==> src/rtl/edge_event_scheduler.sv <==
`default_nettype none
// +--------------------------------------------------------------------------+
// | edge_event_scheduler                                                     |
// | Per-channel rising-edge capture, serialized by a round-robin arbiter     |
// | onto one valid/ready event port.                                         |
// | Revision: 1.0                                                            |
// +--------------------------------------------------------------------------+
module edge_event_scheduler #(
  parameter int N   = 4,
  parameter int IDW = $clog2(N)
) (
  input  logic           clk,
  input  logic           reset,
  input  logic [N-1:0]   level,
  output logic           evt_valid,
  input  logic           evt_ready,
  output logic [IDW-1:0] evt_id,
  output logic [N-1:0]   pending,
  output logic [N-1:0]   ovf,
  input  logic           ovf_clear
);

  localparam logic [0:0]   c_idle  = 1'b0;
  localparam logic [0:0]   c_offer = 1'b1;
  localparam logic [N-1:0] c_one   = {{(N-1){1'b0}}, 1'b1};

  logic [0:0]     r_state;
  logic [N-1:0]   r_level_q;
  logic [IDW-1:0] r_last_grant;

  logic           w_hs;
  logic [N-1:0]   w_edge;
  logic [N-1:0]   w_hs_mask;
  logic [N-1:0]   w_pending_next;
  logic [N-1:0]   w_ovf_set;
  logic [N-1:0]   w_req;
  logic [IDW-1:0] w_base;
  logic [IDW-1:0] w_sel;
  logic           w_found;
  int             w_idx;

  assign evt_valid      = (r_state == c_offer);
  assign w_hs           = evt_valid & evt_ready;
  assign w_edge         = level & ~r_level_q;
  assign w_hs_mask      = w_hs ? (c_one << evt_id) : '0;
  assign w_pending_next = (pending & ~w_hs_mask) | w_edge;
  assign w_ovf_set      = w_edge & pending & ~w_hs_mask;

  // While offering, search the post-handshake pending set starting after the
  // granted channel; that channel itself is then reached last, so a same-cycle
  // re-pend wins only when nothing else is waiting.
  always_comb begin
    w_req   = (r_state == c_offer) ? w_pending_next : pending;
    w_base  = (r_state == c_offer) ? evt_id : r_last_grant;
    w_sel   = w_base;
    w_found = 1'b0;
    w_idx   = 0;
    for (int k = N; k >= 1; k--) begin
      w_idx = (int'(w_base) + k) % N;
      if (w_req[w_idx[IDW-1:0]]) begin
        w_sel   = w_idx[IDW-1:0];
        w_found = 1'b1;
      end
    end
  end

  always_ff @(posedge clk or posedge reset) begin
    if (reset) begin
      r_level_q    <= '1;
      pending      <= '0;
      ovf          <= '0;
      r_state      <= c_idle;
      evt_id       <= '0;
      r_last_grant <= IDW'(N - 1);
    end else begin
      r_level_q <= level;
      pending   <= w_pending_next;
      ovf       <= (ovf & ~{N{ovf_clear}}) | w_ovf_set;
      case (r_state)
        c_idle: begin
          if (w_found) begin
            evt_id  <= w_sel;
            r_state <= c_offer;
          end
        end
        default: begin
          if (w_hs) begin
            r_last_grant <= evt_id;
            if (w_found) begin
              evt_id <= w_sel;
            end else begin
              r_state <= c_idle;
            end
          end
        end
      endcase
    end
  end

endmodule
`default_nettype wire

==> config.mk <==
export PLATFORM = sky130hd
export DESIGN_NAME = edge_event_scheduler
export DESIGN_NICKNAME = d
export VERILOG_FILES = /design/src/rtl/edge_event_scheduler.sv
export SDC_FILE = /design/constraint.sdc
export NUM_CORES = 1
export LEC_CHECK = 0
export BUFFER_PORTS_ARGS = -buffer_cell sky130_fd_sc_hd__clkbuf_2
export CORE_ASPECT_RATIO = 1.25
export CORE_MARGIN = 2
export CORE_UTILIZATION = 50
export CTS_CLUSTER_SIZE = 10
export DETAILED_ROUTE_END_ITERATION = 7
export PLACE_DENSITY = 0.74
export SLEW_MARGIN = 0
export SYNTH_ARGS = -nofsm -noshare
export SYNTH_HDL_FRONTEND = slang
export SYNTH_SLANG_ARGS = --single-unit
==> constraint.sdc <==
create_clock -name clk -period 3.03 [get_ports clk]
set_input_delay 0.4545 -clock clk [delete_from_list [all_inputs] [get_ports clk]]
set_output_delay 0.4545 -clock clk [all_outputs]
set_load 0.01 [all_outputs]
# == Yosys cells after proc, flatten, opt, wreduce, memory -nomap -nowiden ==
# Index checks and enable logic that the tools add are counted.
# Widths: inputs -> output; s select.
# totals
register_bits,17
latch_bits,0
mem_bits_rw,0
romBits,0
inputBits,8
out_inout_bits,11
n_memories,0
# classes
n_addsub,4
mul,0
n_div,0
order_cmp,4
eq_ne,1
shifts,1
n_mux,25
bitwise,11
n_reduce_logical,1
# op_table
op,n
$and 4x4->4,5
$mux 2,8
$lt 2x3->1 const B,4
$not 4->4,3
$mux 1,11
$bmux 1 s2,4
$mux 4,2
$or 4x4->4,2
$add 2x1->2 const B,2
$add 2x2->2 const B,2
$shl 1x2->4 const A,1
$ne 2x1->1 const B,1
$reduce_and 2->1,1
$and 1x1->1,1

# == Depth between registers and ports, before layout ==
# depth
word_depth,15
ltp_mapped,6

# == Worst setup path after synthesis ==
# Ideal clock, no wire load.
# synth_path
path_type,register to register
start,register evt_id[0]
end,register evt_id[0]
setup_time_ps,84
t_arrival_ps,1583
t_required_ps,2946
setup_slack_ps,1364
path_stages_with_launch,7
cell_sequence,dfrtp_1 > buf_6 > nand4bb_1 > a211oi_2 > o221ai_2 > a21bo_1 > a41oi_2
# synth_via
elab_chain_len,15
word_cells_on_any_way,30
classes_between,4 x add/sub; 1 x shift; 22 x mux; 3 x bitwise
# synth_rtl
element,line,rtl
start: declaration,17,"output logic [IDW-1:0] evt_id,"
start signal: assignment,82,evt_id <= w_sel;
start signal: assignment,90,evt_id <= w_sel;
$shl 1x2->4,45,assign w_hs_mask = w_hs ? (c_one << evt_id) : '0;
$mux 4,45,
$not 4->4,46,assign w_pending_next = (pending & ~w_hs_mask) | w_edge;
$and 4x4->4,46,
$or 4x4->4,46,
$mux 4,53,w_req = (r_state == c_offer) ? w_pending_next : pending;
$bmux 1 s2,60,if (w_req[w_idx[IDW-1:0]]) begin
$mux 1 (implied by the code),60,
$mux 2 / $mux 1 (equally long branches) (4 in series),60,
$mux 2 *,"81, 89",
$mux 2,87,if (w_hs) begin
$mux 2 *,79,case (r_state)
# Mark *: on every way between the ends. The rest lies on a longest branch, timed or not. The select of a mux whose other input is x is not followed.
# A chain may end at the register's enable or synchronous reset.

# == Final worst setup path ==
# layout_path
start,register r_state (netlist: evt_valid)
end,register evt_id[0]
# layout_via
elab_chain_len,15
word_cells_on_any_way,31
classes_between,4 x add/sub; 1 x eq/ne; 22 x mux; 4 x bitwise
# layout_rtl
element,line,rtl
start: declaration,27,logic [0:0] r_state;
start signal: assignment,72,r_state <= c_idle;
start signal: assignment,83,r_state <= c_offer;
start signal: assignment,92,r_state <= c_idle;
$and 1x1->1,43,assign w_hs = evt_valid & evt_ready;
$mux 4,45,
$not 4->4,46,
$and 4x4->4,46,
$or 4x4->4,46,
$mux 4,53,
$bmux 1 s2,60,
$mux 1 (implied by the code),60,
$mux 2 / $mux 1 (equally long branches) (4 in series),60,
$mux 2,"81, 89",
$mux 2,87,
$mux 2,79,
# Several ways; a longest one is shown, not always the timed one. The select of a mux whose other input is x is not followed.

==> out/results.tsv <==
stage	metric	value	unit
status	status	completed	
final_layout	final_core_util	59.2	%
die	start_util	53.4	%
sta	final_max_slew_viol_count	0	
yosys	yosys_warnings	0	
drt	drt_wl_total	1.96	mm
yosys	synthCells	95	
yosys	synth_edf_count	0	
clocking	path_clk_slew	0.10	ns
die	io_pins	19	
final_layout	finalNetCount	122	
yosys	syn_area	955	um^2
clocking	cts-root-buf	clkbuf_4	
worst_setup_path	cp.required	3.21	ns
global_routing	grt_max_degree	24	
clocking	cts_tree	done	
worst_setup_path	setup.worst_path.start	evt_valid	
drt	viasPerCell	5.92	
yosys	async_reset_ff_share	100	%
worst_setup_path	path_class	reg2reg	
pwr	p_leak	0.491	nW
sta	worst-slew-pin-transition	0.660	ns
worst_setup_path	critPathMaxFanout	23	
global_routing	gr-total-overflow	0	
yosys	synthTopCellsByArea	dfrtp_1 29%, dfstp_2 17%, nand2_1 5.5%	
yosys	ys_top_cells_by_count	14 x nand2_1, 11 x dfrtp_1, 8 x nand2b_1, 7 x inv_1, 6 x dfstp_2	
sta	fmax	0.469	GHz
clocking	htreeDepth	1	
min_path	hold_path.class	in2async	
clocking	postCtsSetupBuffers	0	
final_layout	final_layout_size_suffix_gt1_share	28.3	%
clocking	holdBufCountCts	0	
die	core-area	1790	um^2
drt	wl_per_cell	14.8	um
drt	route.detailed.drc	0	
yosys	synth-seq-area-share	45.3	%
sta	fin_crit_sh	70.3	%
place	dp_hpwl	1.44	mm
yosys	syn_avg_cell_area	10.0	um^2
die	die_height	52.9	um
final_layout	antenna_cells	0	
worst_setup_path	worstSetupEndpointType	flop	
sta	fin_tns_setup	0	ns
sta	finalClockSkew	0.00471	ns
final_layout	synthToLayoutAreaGrowth	10.9	%
sta	rsz0062_at_grt	false	
sta	layout_min_cycle_time	2.13	ns
clocking	cts_resized	0	
yosys	syn_nets	103	
yosys	yosysMostFrequentCell	nand2_1	
final_layout	fillers	171	
clocking	cts_sinks	17	
yosys	ys.flop_type	dfrtp_1	
clocking	cts_buffers	3	
global_routing	grt_usage	19.3	%
drt	drtPass1Iterations	4	
drt	drt.antenna.violating_nets	0	
yosys	ys_ff_latch	17	
place	place.gp.congestion	0.874	
sta	maxSlewHeadroom	56.0	%
die	rows	17	
worst_setup_path	worstPathArrival	2.31	ns
pwr	power_density	847	nW/um^2
yosys	synth_top_cell_by_area	dfrtp_1	
place	port_buffers	18	
global_routing	grt_pass1_wl	3.26	mm
sta	hold_violations	0	
clocking	clockBufferDepth	2	
job	maxCapViolCount	0	
worst_setup_path	r2r_start	evt_valid	
die	fp.dieW	43.1	um
drt	first_iter_violations	9	
global_routing	grt_pass1_vias	721	
drt	num_vias	782	
yosys	synth_top_area_share	28.8	%
worst_setup_path	start_kind	flop	
pwr	ir_drop	0.469	mV
sta	setup_viol	0	
die	dieArea	2280	um^2
global_routing	antenna_found_initial	0	
yosys	synth_cell_types	31	
clocking	clk_latency	0.30	ns
## per-layer routing
layer	up-vias	GRT usage [%]	share of wire [%]
li1	385	-	-
met1	373	25.4	43
met2	20	31.6	51
met3	4	2.05	3.6
met4	0	9.09	1.6
met5	-	0	0
## logic make-up after synthesis
family	Yosys count	synth area share, %
buffers and inverters	11	6.68
AND/OR/NAND/NOR	41	24.4
multiplexers	3	3.28
AO/OA/AOI/OAI	23	20.3
flip-flops	17	45.3
## per-stage QoR
stage / hold WS, ns / instance area, um^2 / total power, mW / setup WS, ns / std cells
6_report: 0.196 / 1060 / 0.896 / 0.899 / 132
5_1_grt: 0.245 / 1060 / 0.960 / 0.709 / 132
4_1_cts: 0.226 / 1060 / 0.903 / 0.946 / 132
3_5_place_dp: 0.495 / 1030 / 0.779 / 0.960 / 128
3_3_place_gp: 0.486 / 1030 / 0.768 / 1.08 / 128
2_1_floorplan: 0.376 / 955 / 0.678 / 1.36 / 95
## placed cells by master (no fill, tap or decap), types with 2 or more instances in the layout
master and count:
nand2_1 14, mux2i_1 2, clkbuf_4 3, and3b_1 4, nand4b_1 3, nor2_1 4
o21ai_0 3, o22ai_1 5, inv_1 7, nand2b_1 8, nor2b_1 5, a211oi_1 3
clkbuf_2 18, dfrtp_1 11, dfstp_2 6
## layout make-up
type | instances | area, um^2 | area share, %
Multi-Input combinational cell | 67 | 458 | 43.3
Sequential cell | 17 | 433 | 40.9
Timing Repair Buffer | 18 | 90.1 | 8.51
Inverter | 7 | 26.3 | 2.48
Tap cell | 19 | 23.8 | 2.25
Clock buffer | 3 | 22.5 | 2.13
Clock inverter | 1 | 5.00 | 0.473
## sequential cells by signal (all words and copies together) (netlist names)
name,flops
ovf,4
r_last_grant,2
evt_valid,1
r_level_q,4
pending,4
evt_id,2
## worst max-delay path: stages (launching register included)
cell,delay (ns)
dfrtp_1,0.78
nand4b_1,0.21
a211oi_1,0.56
a41oi_1,0.25
nor2_1,0.17
a41oi_2,0.05
## final timing paths
kind / depth (start not counted) / endpoint / slack (ns)
max: 5 / evt_id[0] / 0.90
min: 2 / ovf[3] / 0.20
max reg2reg: 5 / evt_id[0] / 0.90
min reg2reg: 2 / r_last_grant[0] / 0.51
max in group asynchronous: 2 / evt_id[1] / 2.42
min in group clk: 1 / r_level_q[0] / 0.25
## where the power goes
group	leakage, nW	total [mW]	internal [mW]	switching [mW]
logic	0.286	0.366	0.177	0.189
clock network	0.0177	0.123	0.0492	0.0740
registers	0.187	0.407	0.305	0.102
Note: power is estimated with default switching activity, not from simulation.
